File: src/rtl/popcount18_neuron_acc.sv
// Ternary-neuron back end: accumulates (pos - neg) popcount deltas per vector and thresholds the sum.
// Optional NEURON_SAT_EN: saturating accumulator add (default build wraps modulo 2^ACC_W).
module popcount18_neuron_acc #(
  parameter int ACC_W     = 10,
  parameter int THRESH    = 0,
  parameter int MAX_BEATS = 8
) (
  input  logic             clk,
  input  logic             rst,
  input  logic             in_valid,
  output logic             in_ready,
  input  logic [4:0]       in_pos,
  input  logic [4:0]       in_neg,
  input  logic             in_last,
  output logic             out_valid,
  input  logic             out_ready,
  output logic             out_act,
  output logic [ACC_W-1:0] out_sum,
  output logic [7:0]       out_beats,
  output logic             out_ovf
);

  // state  | meaning
  // IDLE   | acc 0, beat count 0, overflow clear
  // ACCUM  | at least one beat taken, vector open
  // HOLD   | result registered and presented
  localparam logic [1:0] S_IDLE  = 2'd0;
  localparam logic [1:0] S_ACCUM = 2'd1;
  localparam logic [1:0] S_HOLD  = 2'd2;

  localparam logic signed [ACC_W-1:0] THRESH_C = ACC_W'(THRESH);
  localparam logic [7:0]              MAX_B    = 8'(MAX_BEATS);

  logic [1:0]       state_q, state_d;
  logic [ACC_W-1:0] acc_q, acc_d;
  logic [7:0]       beats_q, beats_d;
  logic             ovf_q, ovf_d;
  logic             in_ready_q, in_ready_d;
  logic             out_valid_q, out_valid_d;
  logic             out_act_q, out_act_d;
  logic [ACC_W-1:0] out_sum_q, out_sum_d;
  logic [7:0]       out_beats_q, out_beats_d;
  logic             out_ovf_q, out_ovf_d;

  logic [5:0]       delta;
  logic [ACC_W-1:0] delta_ext;
  logic [ACC_W:0]   sum_wide;
  logic             ovf_hit;
  logic [ACC_W-1:0] acc_new;
  logic [7:0]       beats_inc;
  logic             accept;
  logic             close;

  always_comb begin
    // 6-bit modular subtraction yields the correct two's complement delta in -31..31
    delta     = {1'b0, in_pos} - {1'b0, in_neg};
    delta_ext = {{(ACC_W-6){delta[5]}}, delta};
    sum_wide  = {acc_q[ACC_W-1], acc_q} + {delta_ext[ACC_W-1], delta_ext};
    ovf_hit   = sum_wide[ACC_W] ^ sum_wide[ACC_W-1];
`ifdef NEURON_SAT_EN
    if (ovf_hit) acc_new = sum_wide[ACC_W] ? {1'b1, {(ACC_W-1){1'b0}}} : {1'b0, {(ACC_W-1){1'b1}}};
    else         acc_new = sum_wide[ACC_W-1:0];
`else
    acc_new = sum_wide[ACC_W-1:0];
`endif
    beats_inc = beats_q + 8'd1;
    accept    = in_valid & in_ready_q;
    close     = in_last | (beats_inc == MAX_B);
  end

  always_comb begin
    state_d     = state_q;
    acc_d       = acc_q;
    beats_d     = beats_q;
    ovf_d       = ovf_q;
    out_act_d   = out_act_q;
    out_sum_d   = out_sum_q;
    out_beats_d = out_beats_q;
    out_ovf_d   = out_ovf_q;
    case (state_q)
      S_IDLE, S_ACCUM: begin
        if (accept) begin
          if (close) begin
            out_sum_d   = acc_new;
            out_act_d   = ($signed(acc_new) >= THRESH_C);
            out_beats_d = beats_inc;
            out_ovf_d   = ovf_q | ovf_hit;
            // running state is cleared now; the result lives in the out_* registers
            acc_d       = '0;
            beats_d     = '0;
            ovf_d       = 1'b0;
            state_d     = S_HOLD;
          end else begin
            acc_d   = acc_new;
            beats_d = beats_inc;
            ovf_d   = ovf_q | ovf_hit;
            state_d = S_ACCUM;
          end
        end
      end
      S_HOLD: begin
        if (out_ready) begin
          acc_d   = '0;
          beats_d = '0;
          ovf_d   = 1'b0;
          state_d = S_IDLE;
        end
      end
      default: state_d = S_IDLE;
    endcase
    in_ready_d  = (state_d != S_HOLD);
    out_valid_d = (state_d == S_HOLD);
  end

  always_ff @(posedge clk) begin
    if (rst) begin
      state_q     <= S_IDLE;
      acc_q       <= '0;
      beats_q     <= '0;
      ovf_q       <= 1'b0;
      in_ready_q  <= 1'b1;
      out_valid_q <= 1'b0;
      out_act_q   <= 1'b0;
      out_sum_q   <= '0;
      out_beats_q <= '0;
      out_ovf_q   <= 1'b0;
    end else begin
      state_q     <= state_d;
      acc_q       <= acc_d;
      beats_q     <= beats_d;
      ovf_q       <= ovf_d;
      in_ready_q  <= in_ready_d;
      out_valid_q <= out_valid_d;
      out_act_q   <= out_act_d;
      out_sum_q   <= out_sum_d;
      out_beats_q <= out_beats_d;
      out_ovf_q   <= out_ovf_d;
    end
  end

  assign in_ready  = in_ready_q;
  assign out_valid = out_valid_q;
  assign out_act   = out_act_q;
  assign out_sum   = out_sum_q;
  assign out_beats = out_beats_q;
  assign out_ovf   = out_ovf_q;

endmodule

File: config.mk
export PLATFORM = sky130hd
export DESIGN_NAME = popcount18_neuron_acc
export DESIGN_NICKNAME = d
export VERILOG_FILES = /design/src/rtl/popcount18_neuron_acc.sv
export SDC_FILE = /design/constraint.sdc
export NUM_CORES = 1
export LEC_CHECK = 0
export ABC_AREA = 1
export CORE_ASPECT_RATIO = 0.7
export CORE_MARGIN = 4
export CORE_UTILIZATION = 54
export DETAILED_ROUTE_END_ITERATION = 8
export GPL_TIMING_DRIVEN = 0
export PLACE_DENSITY = 0.79
export SKIP_LAST_GASP = 1
export SYNTH_ARGS = -nofsm -noshare
export SYNTH_HDL_FRONTEND = slang
export SYNTH_SLANG_ARGS = --single-unit
File: constraint.sdc
create_clock -name clk -period 3.34 [get_ports clk]
set_input_delay 0.501 -clock clk [delete_from_list [all_inputs] [get_ports clk]]
set_output_delay 0.501 -clock clk [all_outputs]
set_load 0.1 [all_outputs]
Yosys cells after proc, flatten, opt, wreduce, memory -nomap -nowiden
Index checks and enable logic that the tools add are counted.

Equality and inequality tests: 7. Divide/modulo/power cells: 0. Shifts and indexed selects: 0. Multiplexer cells: 16. $add $sub $neg: 3. Order comparisons: 1. Reduce and logical (&&, ||, !) cells: 5. Bitwise gates (word level): 4. Multipliers: 0.

Operator list (count): 10-bit 2-to-1 mux (3); 8-bit 2-to-1 mux (3); 10-bit case mux with 2 select lines (1); 8-bit case mux with 2 select lines (1); 10-bit by 6-bit adder with 11-bit output (1); 10-bit by 1-bit >= comparator with 1-bit output, second input constant (1); 8-bit by 1-bit adder with 8-bit output, second input constant (1); 8-bit by 4-bit == test with 1-bit output, second input constant (1); 2-bit 2-to-1 mux (3); 2-bit inequality test, second input constant (3); 3-bit AND reduction (2); 5-bit by 5-bit subtractor with 6-bit output (1); 2-bit == test, second input constant (2); 2-bit case mux with 2 select lines (1); 1-bit 2-to-1 mux (3); 2-bit by 1-bit == test with 1-bit output, second input constant (1); 2-bit zero test (1); 1-bit bitwise OR (2); 1-bit case mux with 2 select lines (1); 2-bit nonzero test (1); 2-bit OR reduction (1); 1-bit AND (1); 1-bit bitwise XOR (1).

Register bits: 43. Input bits: 15. Latch bits: 0. Bits in read-only memories: 0. Memories: 0. Output and inout bits: 22. Bits in writable memories: 0. Word-level logic and storage cells: 46.

Depth between registers and ports, before layout
Gate-level depths: netlist of run 1.

Depth in word-level cells: 7. Depth in mapped cells: 20. Gate-level depth less buffers: 20.

Worst setup path before layout of run 1
Ideal clock, no wire load.

Path kind: input to register. Start point: input in_pos[0]. End point: register out_ovf_q (netlist: out_ovf). Setup slack: 737 ps. Path buffers: 0. Data arrival time: 2490 ps. Required time: 3227 ps. Stages: 18. Path through: inv_1 ha_1 inv_1 fa_1 a21oi_1 o21ai_0 xor2_1 ha_1 nand2_1 inv_1 nand2_1 nand2_1 nand2_1 nand3_1 nand3_1 nand3_1 nor2_1 nor2_1.

Cells in the longest elaborated chain, start to end: 4.

RTL lines: start, declared (line 12) `input logic [4:0] in_pos,`; 5-bit by 5-bit subtractor with 6-bit output (line 56) `delta = {1'b0, in_pos} - {1'b0, in_neg};`; 10-bit by 6-bit adder with 11-bit output (line 58) `sum_wide = {acc_q[ACC_W-1], acc_q} + {delta_ext[ACC_W-1], delta_ext};`; 1-bit bitwise XOR (line 59) `ovf_hit = sum_wide[ACC_W] ^ sum_wide[ACC_W-1];`; 1-bit bitwise OR (line 87) `out_ovf_d = ovf_q | ovf_hit;`; end signal, assigned (line 137) `out_ovf_q <= out_ovf_d;`; end, declared (line 43) `logic out_ovf_q, out_ovf_d;`.

No other way between the ends. A chain may end at the register's enable or synchronous reset.

Worst setup path after layout of run 1
Start point: input in_neg[2]. End point: register out_sum_q[8] (netlist: out_sum[8]).

Cells in the longest elaborated chain, start to end: 2.

RTL lines: start, declared (line 13) `input logic [4:0] in_neg,`; 5-bit by 5-bit subtractor with 6-bit output (line 56); 10-bit by 6-bit adder with 11-bit output (line 58); end signal, assigned (line 135) `out_sum_q <= out_sum_d;`; end, declared (line 41) `logic [ACC_W-1:0] out_sum_q, out_sum_d;`.

No other way between the ends.

==> impl_metrics.csv, run 1 <==
group,metric,value,unit
run_status,outcome,"finished clean",
clocking,cts_buffers,5,
clocking,clk_pin_slew,80,ps
timing,finalWorstSetupSlack,311,ps
timing,fmax,330,MHz
placement,portBuffers,35,
placement,place_ws,-182,ps
floorplanning,dieWidth,90.0,um
cells_and_area,final_area,3090,um2
drt,drt_wl_total,6380,um
timing,rsz0062_at_grt,"false",
critical_path,end_kind,"flip-flop",
cells_and_area,fin_util,0.697,
clocking,clk_path_buf_depth,2,
clocking,post_cts_buffers,0,
cells_and_area,fill_cells,386,
logic_synthesis,synth_most_common_cell,"nand2_1",
floorplanning,io_pins,37,
floorplanning,die_h,65.4,um
global_route,gr-max-usage-layer,"met2",
logic_synthesis,yosys_most_used_dff,"dfxtp_1",
min_path,min_path_cells,2,
logic_synthesis,ys_ff_latch,43,
critical_path,reg2reg_depth,12,
logic_synthesis,syn_nets,396,
global_route,grt_max_degree,14,
timing,finalSetupTns,0,ps
timing,setup_viol_count_final,0,
logic_synthesis,syn_inst,363,
critical_path,r2r_slack,1190,ps
cells_and_area,drive_gt1_frac,0.0764,
logic_synthesis,synth.top_cell.area_share,0.339,
clocking,clockRootBuffer,"clkbuf_8",
global_route,grt_pass1_wl,10800,um
pwr,totalPowerFinal,1.44,mW
clocking,clock_latency,300,ps
min_path,hold_path.class,"flip-flop to flip-flop",
drt,via_per_inst,5.44,
global_route,grt_use_total,0.228,
pwr,p_leak,1.34,nW
drt,drc,0,
placement,gp_congestion,0.916,
cells_and_area,diodes,0,
critical_path,crit_fanout,5,
cells_and_area,area_growth,21.6,%
logic_synthesis,synthesis.area,2540,um2
logic_synthesis,synth_top_cell_by_area,"dfxtp_1",
placement,placed_cells,453,
drt,ant_nets,0,
logic_synthesis,synth_edf_count,0,
pwr,ir_drop,0.298,mV
logic_synthesis,yosys-top-cells-count,"nand2_1, a21oi_1, inv_1, dfxtp_1, nand3_1",
global_route,antenna_found_initial,0,
timing,hold_viol_final,0,
floorplanning,core_area,4430,um2
drt,initialDrtViolationCount,168,
logic_synthesis,ys.warnings.count,0,
timing,min_period,3030,ps
cells_and_area,stdcell_count,461,
floorplanning,die_area,5880,um2
placement,dp_hpwl,4700,um
timing,slew_headroom,0.344,
drt,vias,2506,
timing,slew_violations,0,
drt,wl_per_cell,13.8,um
min_path,hp-start,"out_sum[2]",
critical_path,timing.rr.end,"out_ovf",
timing,finalCritPeriodShare,0.907,
placement,placed_area,2960,um2
logic_synthesis,synthArstFlopShare,0,
clocking,cts_tree,"built",
critical_path,crit_start,"in_neg[2]",
critical_path,reg2reg_from,"acc_q[0]",
logic_synthesis,syn_avg_cell_area,6.99,um2
critical_path,cp.arrival,3260,ps
logic_synthesis,netlist_top_cells_area,"dfxtp_1, nand2_1, a21oi_1, ha_1, nand3_1",
global_route,met3_usage,0.0515,
clocking,cts_num_sinks,43,
global_route,grt_pass1_vias,2399,
global_route,overflow,0,
pwr,power_density,466,nW/um2
global_route,grtUsageMet1,0.316,
floorplanning,rows,20,
critical_path,required,3570,ps
floorplanning,initial_core_util,0.573,
critical_path,cp-start-kind,"primary input",
timing,tightest_slew,981,ps
timing,skew,7.46,ps
drt,first_pass_iters,5,
logic_synthesis,synth-seq-area-share,0.339,
global_route,grt_use_met2,0.356,
timing,hold_ws,464,ps
job,max_cap_viol_count,0,
logic_synthesis,synth.distinct_cells,32,
cells_and_area,final_nets,438,
critical_path,critical_path_class,"primary input to flip-flop",
min_path,hold_end,"out_sum[2]",
clocking,cts_max_level,2,
## how the worst max path moves through the flow
stage	to	slack (ps)	cells after the start
3_3_place_gp	out_sum[8]	-100	16
2_1_floorplan	out_ovf	740	18
3_5_place_dp	out_ovf	-180	17
6_report	out_sum[8]	310	16
5_1_grt	out_act	50	19
4_1_cts	out_sum[8]	130	16
## cells by family (layout without fill, tap and decap cells)
family                     count (synthesis)  after routing  synth area share
AOI/OAI and AO/OA                         57             57             0.119
and+or+nand+nor                          179            179             0.329
xor gates and xnor gates                   5              5            0.0173
buffers and inverters                     61            104             0.101
adders and majority gates                 18             18            0.0946
DFF                                       43             43             0.339
## what timing repair did
action                     CTS  global route
gates resized for setup      0             2
setup endpoints to repair    0             7
hold buffers                 0             0
## cell type report
type                            count  area [um2]  share of cell area
Buffer                             14        80.1              0.0259
Clock buffer                        6        82.6              0.0268
Clock inverter                      2        35.0              0.0113
Inverter                           47         176              0.0572
Multi-Input combinational cell    259        1430               0.464
Sequential cell                    43         861               0.279
Tap cell                           55        68.8              0.0223
Timing Repair Buffer               35         350               0.113
## routing by layer
layer	up-vias	wire, um
met1	1131	3160
li1	1273	-
met3	10	418
met5	-	0
met2	92	2720
met4	0	74
## report_power, final
part / switching (mW) / internal (mW) / total, mW
Combinational: 0.316 / 0.143 / 0.459
Sequential: 0.0160 / 0.540 / 0.556
Clock: 0.180 / 0.242 / 0.422
## sequential cells by signal, summed over array words and instances, names as in the netlist
| name | cells |
|---|---|
| ovf_q | 1 |
| beats_q | 8 |
| out_beats | 8 |
| state_q | 2 |
| out_valid | 1 |
| acc_q | 10 |
| out_act | 1 |
| out_ovf | 1 |
| out_sum | 10 |
| in_ready | 1 |
## cells in the final DEF, fill, tap and decap left out, types with 3 or more instances in the layout
cell type	Yosys	layout
clkbuf_1	6	6
clkbuf_8	0	6
dfxtp_1	43	43
a21oi_1	47	46
nand4_1	19	19
buf_2	4	4
inv_1	44	44
ha_1	16	16
clkdlybuf4s50_1	0	35
nand2_1	98	98
xor2_1	3	3
nor2_1	13	13
nand3_1	35	35
buf_6	3	3
## critical path, cell delays in order
cell and delay, ps:
clkdlybuf4s50_1 460, inv_1 40, ha_1 320, a21oi_1 200
nand2_1 80, nand2_1 80, nand2_1 90, a21oi_4 210
ha_1 320, a21oi_1 280, inv_1 70, a21oi_1 160
nand3_1 90, nand2_1 110, nand3_1 90, a21oi_1 150
No activity file was read; power rests on OpenSTA's default activity.
==> inputs of run 2 (changes only) <==
--- a/config.mk
+++ b/config.mk
@@ -8,11 +8,12 @@
 export ABC_AREA = 1
 export CORE_ASPECT_RATIO = 0.7
 export CORE_MARGIN = 4
-export CORE_UTILIZATION = 54
+export CORE_UTILIZATION = 58
 export DETAILED_ROUTE_END_ITERATION = 8
 export GPL_TIMING_DRIVEN = 0
-export PLACE_DENSITY = 0.79
+export PLACE_DENSITY = 0.84
 export SKIP_LAST_GASP = 1
 export SYNTH_ARGS = -nofsm -noshare
 export SYNTH_HDL_FRONTEND = slang
 export SYNTH_SLANG_ARGS = --single-unit
+export TNS_END_PERCENT = 20
==> constraint.sdc (replaced) <==
create_clock -name clk -period 3.8 [get_ports clk]
set_input_delay 0.57 -clock clk [delete_from_list [all_inputs] [get_ports clk]]
set_output_delay 0.57 -clock clk [all_outputs]
set_load 0.1 [all_outputs]
==> run 2 against run 1 <==
  * Cell count down 0.87%
  * Clock power down 30%
  * Combinational power down 13%
  * Count of clock-buffer cells in the layout unchanged
==> impl_metrics.csv, run 2 (synthesis gave the netlist of run 1 again) <==
group,metric,value,unit
floorplanning,die_area,5520,um2
critical_path,cp-start-kind,"primary input",
placement,portBuffers,35,
timing,finalCritPeriodShare,0.853,
cells_and_area,final_common_cell,"nand2_1",
critical_path,r2r_slack,1720,ps
critical_path,reg2reg_from,"acc_q[0]",
floorplanning,core_area,4070,um2
cells_and_area,fin_util,0.748,
clocking,clock_latency,290,ps
critical_path,reg2reg_depth,12,
timing,rsz0062_at_grt,"false",
cells_and_area,stdcell_count,457,
min_path,hold_end,"out_sum[2]",
timing,fmax,308,MHz
timing,slew_violations,0,
global_route,grt_use_total,0.236,
clocking,cts_num_sinks,43,
cells_and_area,multi_input_area,1420,um2
pwr,totalPowerFinal,1.18,mW
global_route,overflow,0,
drt,wl_per_cell,13.7,um
clocking,clk_path_buf_depth,2,
timing,hold_viol_final,0,
placement,dp_hpwl,4740,um
cells_and_area,layout_common_cells,"nand2_1, a21oi_1, inv_1",
cells_and_area,drive_gt1_frac,0.0716,
min_path,hp-start,"out_sum[2]",
drt,drc,0,
clocking,cts_buffers,5,
cells_and_area,regArea,861,um2
critical_path,crit_fanout,5,
drt,initialDrtViolationCount,239,
timing,skew,8.81,ps
placement,placed_cells,450,
floorplanning,die_h,63.4,um
critical_path,required,4030,ps
floorplanning,io_pins,37,
cells_and_area,fill_cells,329,
cells_and_area,area_growth,19.8,%
timing,slew_headroom,0.333,
critical_path,end_kind,"flip-flop",
clocking,clk_pin_slew,80,ps
drt,drt_wl_total,6240,um
cells_and_area,final_nets,438,
pwr,power_density,389,nW/um2
pwr,ir_drop,0.409,mV
pwr,p_leak,1.33,nW
cells_and_area,diodes,0,
clocking,clockRootBuffer,"clkbuf_8",
drt,vias,2525,
clocking,cts_resized,0,
timing,tightest_slew,997,ps
floorplanning,dieWidth,87.1,um
job,max_cap_viol_count,0,
clocking,cts_tree,"built",
floorplanning,initial_core_util,0.624,
timing,finalSetupTns,0,ps
global_route,antenna_found_initial,0,
timing,setup_viol_count_final,0,
placement,gp_congestion,0.885,
drt,ant_nets,0,
min_path,min_path_cells,2,
critical_path,critical_path_class,"primary input to flip-flop",
min_path,hold_path.class,"flip-flop to flip-flop",
critical_path,timing.rr.end,"out_ovf",
clocking,post_cts_buffers,0,
run_status,outcome,"finished clean",
global_route,grt_pass1_wl,10500,um
drt,via_per_inst,5.53,
clocking,cts_hold_buffers,0,
drt,first_pass_iters,5,
timing,min_period,3240,ps
global_route,grt_pass1_vias,2260,
clocking,cts_max_level,2,
global_route,grt_max_degree,13,
critical_path,cp.arrival,3470,ps
floorplanning,rows,19,
-- run 2: changes by cell type in the layout (fill, tap and decap cells not counted) --
| cell | previous run | this run |
|---|---|---|
| a21oi_4 | 1 | 0 |
| a21oi_1 | 46 | 47 |
| bufinv_16 | 1 | 0 |
-- run 2: worst max path at each step --
stage | startpoint | end | depth (start not counted)
after detailed placement | in_neg[2] | out_sum[8] | 16
after CTS | in_neg[2] | out_sum[8] | 16
after floorplan | in_pos[0] | out_ovf | 18
after global placement | in_neg[2] | out_sum[8] | 16
final | in_neg[2] | out_sum[8] | 16
after global routing | in_neg[2] | out_sum[8] | 16
-- run 2: report_power, final --
part / switching [mW] / total [mW] / leakage, nW / internal (mW)
Combinational: 0.276 / 0.400 / 0.930 / 0.124
Sequential: 0.0141 / 0.488 / 0.350 / 0.474
Clock: 0.152 / 0.294 / 0.0470 / 0.143
Total: 0.442 / 1.18 / 1.33 / 0.741
-- run 2: layout make-up --
type	count	share of cell area
inverter	47	0.0580
timing repair buffer	35	0.115
clock inverter	1	0.00165
tap	52	0.0214
multi-input combinational	259	0.467
clock buffer	6	0.0271
buffer	14	0.0263
sequential	43	0.283
-- run 2: per-stage QoR --
stage                     worst slack (ps)  cell area [um2]  hold slack, ps
after CTS                              573             3040             464
after detailed placement               277             2950             453
after floorplan                       1130             2540             441
final                                  557             3040             462
after global routing                   225             3040             483
after global placement                 345             2950             446
-- run 2: worst max-delay path, cell delays in order --
cell and delay [ps]:
clkdlybuf4s50_1 450, inv_1 40, ha_1 320, a21oi_1 190, nand2_1 70, nand2_1 80, nand2_1 60, a21oi_1 380
ha_1 380, a21oi_1 260, inv_1 70, a21oi_1 160, nand3_1 90, nand2_1 110, nand3_1 100, a21oi_1 160
-- run 2: per-layer routing --
layer / track usage / vias up / wire length, um
met2: 0.329 / 103 / 2610
met4: 0.0759 / 0 / 106
met5: 0 / - / 0
met3: 0.0521 / 15 / 490
li1: - / 1282 / -
met1: 0.357 / 1125 / 3040
